## src/rtl/ff_loopback_driver.sv

```systemverilog
// Loopback driver/checker for a LAT-cycle registered datapath: drives an
// incrementing sequence, clears the register on TARGET and counts mismatches.
module ff_loopback_driver #(
    parameter int unsigned WIDTH  = 32,
    parameter int unsigned TARGET = 12,
    parameter int unsigned STEP   = 1,
    parameter int unsigned LAT    = 1
) (
    input  logic             clk,
    input  logic             rst,
    input  logic             start,
    input  logic             stop,
    output logic [WIDTH-1:0] ff_in,
    output logic             ff_clr_n,
    input  logic [WIDTH-1:0] ff_out,
    output logic             busy,
    output logic             match,
    output logic             done,
    output logic [15:0]      err_cnt,
    output logic [7:0]       wrap_cnt
);

    localparam logic [1:0] ST_IDLE  = 2'd0;
    localparam logic [1:0] ST_CLEAR = 2'd1;
    localparam logic [1:0] ST_RUN   = 2'd2;
    localparam logic [1:0] ST_FLUSH = 2'd3;

    localparam logic [WIDTH-1:0] TGT_W      = WIDTH'(TARGET);
    localparam logic [WIDTH-1:0] STEP_W     = WIDTH'(STEP);
    localparam logic [2:0]       FLUSH_LAST = 3'(LAT - 1);

    function automatic logic [15:0] sat_inc16(input logic [15:0] v);
        if (v == 16'hFFFF) begin
            return v;
        end else begin
            return v + 16'd1;
        end
    endfunction

    logic [1:0]       state_r;
    logic [1:0]       state_nxt_s;
    logic [LAT-1:0]   pipe_v_r;
    logic [WIDTH-1:0] pipe_d_r [LAT];
    logic [2:0]       flush_cnt_r;
    logic             chk_s;
    logic             miss_s;
    logic             hit_s;
    logic             flush_last_s;
    logic             launch_s;

    // Checks only happen on the tail stage while the loop is live.
    assign chk_s        = pipe_v_r[LAT-1] && ((state_r == ST_RUN) || (state_r == ST_FLUSH));
    assign miss_s       = chk_s && (ff_out != pipe_d_r[LAT-1]);
    assign hit_s        = chk_s && (ff_out == pipe_d_r[LAT-1]) && (ff_out == TGT_W);
    assign flush_last_s = (state_r == ST_FLUSH) && (flush_cnt_r == FLUSH_LAST);
    assign launch_s     = (state_r == ST_IDLE) && start;

    // Next-state selection; stop outranks a same-cycle TARGET hit.
    always_comb begin
        state_nxt_s = state_r;
        case (state_r)
            ST_IDLE: begin
                if (start) begin
                    state_nxt_s = ST_CLEAR;
                end else begin
                    state_nxt_s = ST_IDLE;
                end
            end
            ST_CLEAR: begin
                state_nxt_s = ST_RUN;
            end
            ST_RUN: begin
                if (stop) begin
                    state_nxt_s = ST_FLUSH;
                end else if (hit_s) begin
                    state_nxt_s = ST_CLEAR;
                end else begin
                    state_nxt_s = ST_RUN;
                end
            end
            ST_FLUSH: begin
                if (flush_last_s) begin
                    state_nxt_s = ST_IDLE;
                end else begin
                    state_nxt_s = ST_FLUSH;
                end
            end
            default: begin
                state_nxt_s = ST_IDLE;
            end
        endcase
    end

    // State, drive outputs and status pulses.
    always_ff @(posedge clk or negedge rst) begin
        if (!rst) begin
            state_r     <= ST_IDLE;
            ff_in       <= '0;
            ff_clr_n    <= 1'b0;
            busy        <= 1'b0;
            match       <= 1'b0;
            done        <= 1'b0;
            flush_cnt_r <= 3'd0;
        end else begin
            state_r  <= state_nxt_s;
            busy     <= (state_nxt_s != ST_IDLE);
            ff_clr_n <= (state_nxt_s != ST_CLEAR);
            match    <= hit_s;
            done     <= flush_last_s;
            // ff_in only advances on edges that stay in RUN, so it freezes on the way into FLUSH.
            if (state_nxt_s == ST_CLEAR) begin
                ff_in <= '0;
            end else if ((state_r == ST_RUN) && (state_nxt_s == ST_RUN)) begin
                ff_in <= ff_in + STEP_W;
            end else begin
                ff_in <= ff_in;
            end
            if (state_r == ST_FLUSH) begin
                flush_cnt_r <= flush_cnt_r + 3'd1;
            end else begin
                flush_cnt_r <= 3'd0;
            end
        end
    end

    // Expect pipeline; a pending CLEAR discards everything in flight.
    always_ff @(posedge clk or negedge rst) begin
        if (!rst) begin
            pipe_v_r <= '0;
            for (int unsigned i = 0; i < LAT; i++) begin
                pipe_d_r[i] <= '0;
            end
        end else begin
            pipe_d_r[0] <= ff_in;
            for (int unsigned i = 1; i < LAT; i++) begin
                pipe_d_r[i] <= pipe_d_r[i-1];
            end
            if ((state_r == ST_CLEAR) || (state_nxt_s == ST_CLEAR)) begin
                pipe_v_r <= '0;
            end else begin
                pipe_v_r[0] <= (state_r == ST_RUN);
                for (int unsigned i = 1; i < LAT; i++) begin
                    pipe_v_r[i] <= pipe_v_r[i-1];
                end
            end
        end
    end

    // Error and TARGET-hit counters, zeroed when a new run is launched.
    always_ff @(posedge clk or negedge rst) begin
        if (!rst) begin
            err_cnt  <= 16'd0;
            wrap_cnt <= 8'd0;
        end else begin
            if (launch_s) begin
                err_cnt  <= 16'd0;
                wrap_cnt <= 8'd0;
            end else begin
                if (miss_s) begin
                    err_cnt <= sat_inc16(err_cnt);
                end else begin
                    err_cnt <= err_cnt;
                end
                if (hit_s) begin
                    wrap_cnt <= wrap_cnt + 8'd1;
                end else begin
                    wrap_cnt <= wrap_cnt;
                end
            end
        end
    end

endmodule

```

## config.mk

```make
export PLATFORM = sky130hd
export DESIGN_NAME = ff_loopback_driver
export DESIGN_NICKNAME = d
export VERILOG_FILES = /design/src/rtl/ff_loopback_driver.sv
export SDC_FILE = /design/constraint.sdc
export NUM_CORES = 1
export LEC_CHECK = 0
export BUFFER_PORTS_ARGS = -buffer_cell sky130_fd_sc_hd__buf_2
export CAP_MARGIN = 25
export CORE_MARGIN = 8
export CORE_UTILIZATION = 59
export CTS_CLUSTER_DIAMETER = 30
export DETAILED_ROUTE_END_ITERATION = 16
export PLACE_DENSITY = 0.88
export SYNTH_ARGS = -nofsm -noshare
export SYNTH_HDL_FRONTEND = slang
export SYNTH_SLANG_ARGS = --single-unit
```

## constraint.sdc

```tcl
create_clock -name clk -period 5.4 [get_ports clk]
set_input_delay 0.27 -clock clk [delete_from_list [all_inputs] [get_ports clk]]
set_output_delay 0.27 -clock clk [all_outputs]
set_load 0.02 [all_outputs]
```

# Yosys cells after proc, flatten, opt, wreduce, memory -nomap -nowiden
# Cells that the tools add are included.
# W data, S select, Z words.
[totals]
reg_bits = 98
inputBits = 36
elab_cells = 56
[op_classes]
addsub = 4
eq_ne = 11
n_mux = 14
reduce_logical = 16
[op_table]
columns = ["op", "n"]
rows = [
  ["$mux W32", 2],
  ["$mux W16", 3],
  ["$add A32 B1 Y32 const B", 1],
  ["$eq A32 B32 Y1", 1],
  ["$eq A32 B4 Y1 const B", 1],
  ["$ne A32 B32 Y1", 1],
  ["$add A16 B1 Y16 const B", 1],
  ["$eq A16 B16 Y1 const B", 1],
  ["$mux W8", 2],
  ["$add A8 B1 Y8 const B", 1],
  ["$pmux W2 S4", 1],
  ["$reduce_bool A2 Y1", 4],
  ["$logic_and A1 B1 Y1", 7],
  ["$eq A2 B2 Y1 const B", 3],
  ["$mux W2", 3],
  ["$eq A2 B1 Y1 const B", 2],
  ["$add A3 B1 Y3 const B", 1],
  ["$logic_not A3 Y1", 1],
  ["$mux W3", 1],
  ["$logic_not A2 Y1", 1],
  ["$logic_or A1 B1 Y1", 2],
  ["$mux W1", 2],
  ["$ne A2 B1 Y1 const B", 1],
  ["$ne A2 B2 Y1 const B", 1],
  ["$reduce_and A2 Y1", 1],
]

# Depth between registers and ports, before layout
[logic_depth]
ltp_word = 12
depth_mapped = 9
ltp_nobuf = 7

# Worst setup path before layout
# OpenSTA, ideal clock, no wires.
[synth_path]
kind = "register to register"
start = "register ff_in[4]"
end = "register ff_in[18]"
setup_time_ps = 119
arrival_time_ps = 2090
required_time_ps = 5281
setup_slack_ps = 3191
stages_incl_launch_ff = 8
path_buffers = 1
period_less_slack_ps = 2209
path_cell_list = "dfrtp_1 > and4_1 > and4_4 > nand4_2 > a311o_1 > buf_2 > o31a_1 > o21a_1"
[synth_via]
elab_chain_len = 3
[synth_rtl]
columns = ["element", "line", "source"]
rows = [
  ["from (decl)", "13", "output logic [WIDTH-1:0] ff_in,"],
  ["from (signal assigned)", "114", "ff_in <= ff_in + STEP_W;"],
  ["from (signal assigned)", "116", "ff_in <= ff_in;"],
  ["$add A32 B1 Y32", "114", ""],
  ["$mux W32", "113", "end else if ((state_r == ST_RUN) && (state_nxt_s == ST_RUN)) begin"],
  ["$mux W32", "111", "if (state_nxt_s == ST_CLEAR) begin"],
]
# No other way between the ends. The select of a mux whose other input is x is not followed.
# A chain may end at the register's enable or synchronous reset.

# Worst setup path in the final report
[layout_path]
start = "register pipe_d_r[10] (netlist name)"
end = "register ff_in[31]"
[layout_via]
elab_chain_len = 9
elab_cells_between_ends = 11
classes_between = "3 x eq/ne; 4 x mux; 4 x reduce/logical"
[layout_rtl]
columns = ["element", "line", "source"]
rows = [
  ["from (decl)", "43", "logic [WIDTH-1:0] pipe_d_r [LAT];"],
  ["from (signal, indexed assignment)", "136", "pipe_d_r[i] <= pipe_d_r[i-1];"],
  ["$eq A32 B32 Y1 (*)", "54", "assign hit_s = chk_s && (ff_out == pipe_d_r[LAT-1]) && (ff_out == TGT_W);"],
  ["$logic_and A1 B1 Y1 (*) (2 in series)", "54", ""],
  ["$mux W2 (*)", "75", "end else if (hit_s) begin"],
  ["$mux W2 (*)", "73", "if (stop) begin"],
  ["$pmux W2 S4 (*)", "61", "case (state_r)"],
  ["$eq A2 B2 Y1", "113", ""],
  ["$logic_and A1 B1 Y1", "113", ""],
  ["$reduce_bool A2 Y1 (no line)", "--", ""],
]
# Every way passes the cells marked *; elsewhere a longest branch is shown, timed or not.

==> impl_metrics.tcl <==
set metrics [dict create \
    synth.area.top_cells "dfrtp_1 (51%), a21oi_1 (3.9%), xnor2_1 (3.8%), nand2_1 (3.1%), xor2_1 (3.1%)" \
    synthMostInstantiatedCell "dfrtp_1" \
    num_antenna_cells 0 \
    drt_iter0_drc 201 \
    tns_ps 0 \
    clkSinkCount 98 \
    ys_top_cells_by_count "dfrtp_1 (98), nand2_1 (40), a21oi_1 (37)" \
    fillers 622 \
    crit_start "pipe_d_r[10]$_DFF_PN0_" \
    die_w_um 106 \
    synth_ff_type "dfrtp_1" \
    finalMaxSlewViolations 0 \
    detail_route.wl_per_cell_um 19.0 \
    die_y_um 106 \
    htreeDepth 3 \
    min_period_ps 2680 \
    worstHoldStart "start" \
    hold_viol_final 0 \
    gr-total-overflow 0 \
    synth_mux_area_share_pct 2.51 \
    hold_class "input pin to flop" \
    path_class "flop to flop" \
    setup_viol 0 \
    endpoint_kind "flop" \
    cts_tree "built" \
    synth_cell_type_count 51 \
    synth-simple-area-share_pct 23.8 \
    critPathRequiredTime_ps 5630 \
    numPortBuffers 95 \
    firstDrtPassIters 5 \
    worst_hold_slack_ps 193 \
    irDropWorstVdd_mv 0.178 \
    ant_nets 0 \
    syn-num-nets 508 \
    leakage_nw 2.62 \
    outcome "complete, no violations" \
    ys_warn_count 0 \
    grt_max_degree 60 \
    num_vias 4143 \
    synth_top_family_by_area "simple AND/OR/NAND/NOR gates" \
    finalWirelength_um 12700 \
    timing.rr.start "pipe_d_r[10]$_DFF_PN0_" \
    syn_avg_cell_area_um2 10.3 \
    antenna_found_initial 0 \
    grt_pass1_vias 4220 \
    dp_hpwl_um 9370 \
    viasPerCell 6.18 \
    yosys_register_bits 98 \
    track_usage_pct 23.0 \
    nNetsFinal 601 \
    final_layout_size_suffix_gt1_share_pct 21.9 \
    clock.fmax_mhz 373 \
    start_util_pct 59.5 \
    worst-slew-pin-transition_ps 931 \
    synth_compound_area_share_pct 11.4 \
    cts_max_path_buffers 2 \
    path_clk_slew_ps 90 \
    worst_setup_path_start_kind "flop" \
    cts_buffers 9 \
    max_cap_violations 0 \
    skew_ps 10.8 \
    crit_arrival_ps 2910 \
    async_reset_ff_share_pct 100 \
    fp-row-count 33 \
    max_slew_margin_pct 37.8 \
    post-route-period-util_pct 49.6 \
    syn_area_um2 4790 \
    cts_setup_buffers 0 \
    drc_errors 0 \
    syn_to_final_growth_pct 16.0 \
    synthAdderAreaFrac_pct 1.31 \
    ys_seq_area_share_pct 51.2 \
    crit_fanout 36 \
    ctsRootBufferMaster "clkbuf_8" \
    yosys.area_share.xor_xnor_pct 6.95 \
    rsz0062_at_grt "false" \
    core-area_um2 8050 \
    synth_top_cell_area_share_pct 51.2 \
    netlist_instances 467 \
    p_per_area_nw_per_um2 288 \
    dieArea_um2 11300 \
    grt_pass1_wl_um 20800 \
    clkLatencyLatePin_ps 360 \
    gp_congestion 0.885 \
    io_pins 96 \
    synth-edff-count 0 \
    cts_resized 0 \
    synth_top_area_cell "dfrtp_1" \
]
metal layers:
| layer | share of wire [%] | track usage [%] | wire, um | vias to the layer above |
|---|---|---|---|---|
| met5 | 0 | 0 | 0 | - |
| met4 | 2.2 | 9.45 | 282 | 0 |
| met3 | 6.2 | 5.14 | 788 | 20 |
| met2 | 48 | 37.2 | 6160 | 164 |
| met1 | 43 | 29.3 | 5500 | 2041 |
| li1 | - | - | - | 1918 |
kinds of logic (layout without fill, tap and decap cells):
family          count (synthesis)  in the layout
buf+inv                        32            130
flops                          98             98
simple gates                  193            193
mux                            12             12
xor+xnor                       38             38
fa+ha+maj                       5              5
compound gates                 89             89
where the power goes:
group / leakage, nW / internal (mW) / switching, mW
Clock: 0.0986 / 0.239 / 0.247
Sequential: 1.35 / 0.777 / 0.0531
Combinational: 1.17 / 0.0944 / 0.191
Total: 2.62 / 1.11 / 0.491
state kept, by name (all words and copies together) (netlist names):
register / flops
busy: 1
done: 1
err_cnt: 16
ff_clr_n: 1
ff_in: 32
flush_cnt_r: 3
match: 1
pipe_d_r: 32
pipe_v_r: 1
state_r: 2
wrap_cnt: 8
area by class of cell:
type	count	area [um^2]	share of cell area (%)
inverter	16	60.1	1.08
multi-input combinational	337	2200	39.7
tap	105	131	2.36
clock inverter	4	50.0	0.901
sequential	98	2450	44.1
clock buffer	12	155	2.79
timing repair buffer	98	503	9.05
timing repair:
| action | in CTS | in global routing |
|---|---|---|
| hold buffers | 1 | 0 |
| setup endpoints to repair | 0 | 0 |
| endpoints found under the hold margin | 39 | 0 |
final timing paths:
kind,slack [ps],cells after the start,endpoint
setup / recovery,2720,7,ff_in[31]$_DFFE_PN0P_
hold / removal,190,3,busy$_DFF_PN0_
setup reg to reg,2720,7,ff_in[31]$_DFFE_PN0P_
hold reg to reg,450,0,pipe_d_r[29]$_DFF_PN0_
max in group asynchronous,3850,3,pipe_d_r[13]$_DFF_PN0_
min in group asynchronous,430,2,err_cnt[4]$_DFFE_PN0P_
critical path, stage by stage, from the launching register on:
cell and delay (ps):
dfrtp_1 400, xnor2_1 310, nand4_1 150, nor4_2 620
nand3_2 250, inv_2 480, nor4_1 180, mux2i_1 150
layout by cell type (no fill, tap or decap), types with 16 or more instances in the layout:
master,count
or4_1,17
a21oi_1,37
buf_2,94
nand2_1,40
or3_1,16
o31ai_1,19
nor2_1,16
xnor2_1,21
nand4_1,23
nand3_1,24
dfrtp_1,98
xor2_1,17
metrics by stage:
step	total power, mW	setup WS [ps]	cells	utilization (%)	area [um^2]
global route	1.68	2570	670	69.0	5560
finish	1.60	2720	670	69.0	5560
floorplan	1.02	3190	467	-	4790
detailed placement	1.13	2780	653	66.3	5340
global placement	1.12	2800	653	66.3	5340
CTS	1.61	2760	670	69.0	5560
Power figures use the tool's default switching activity.
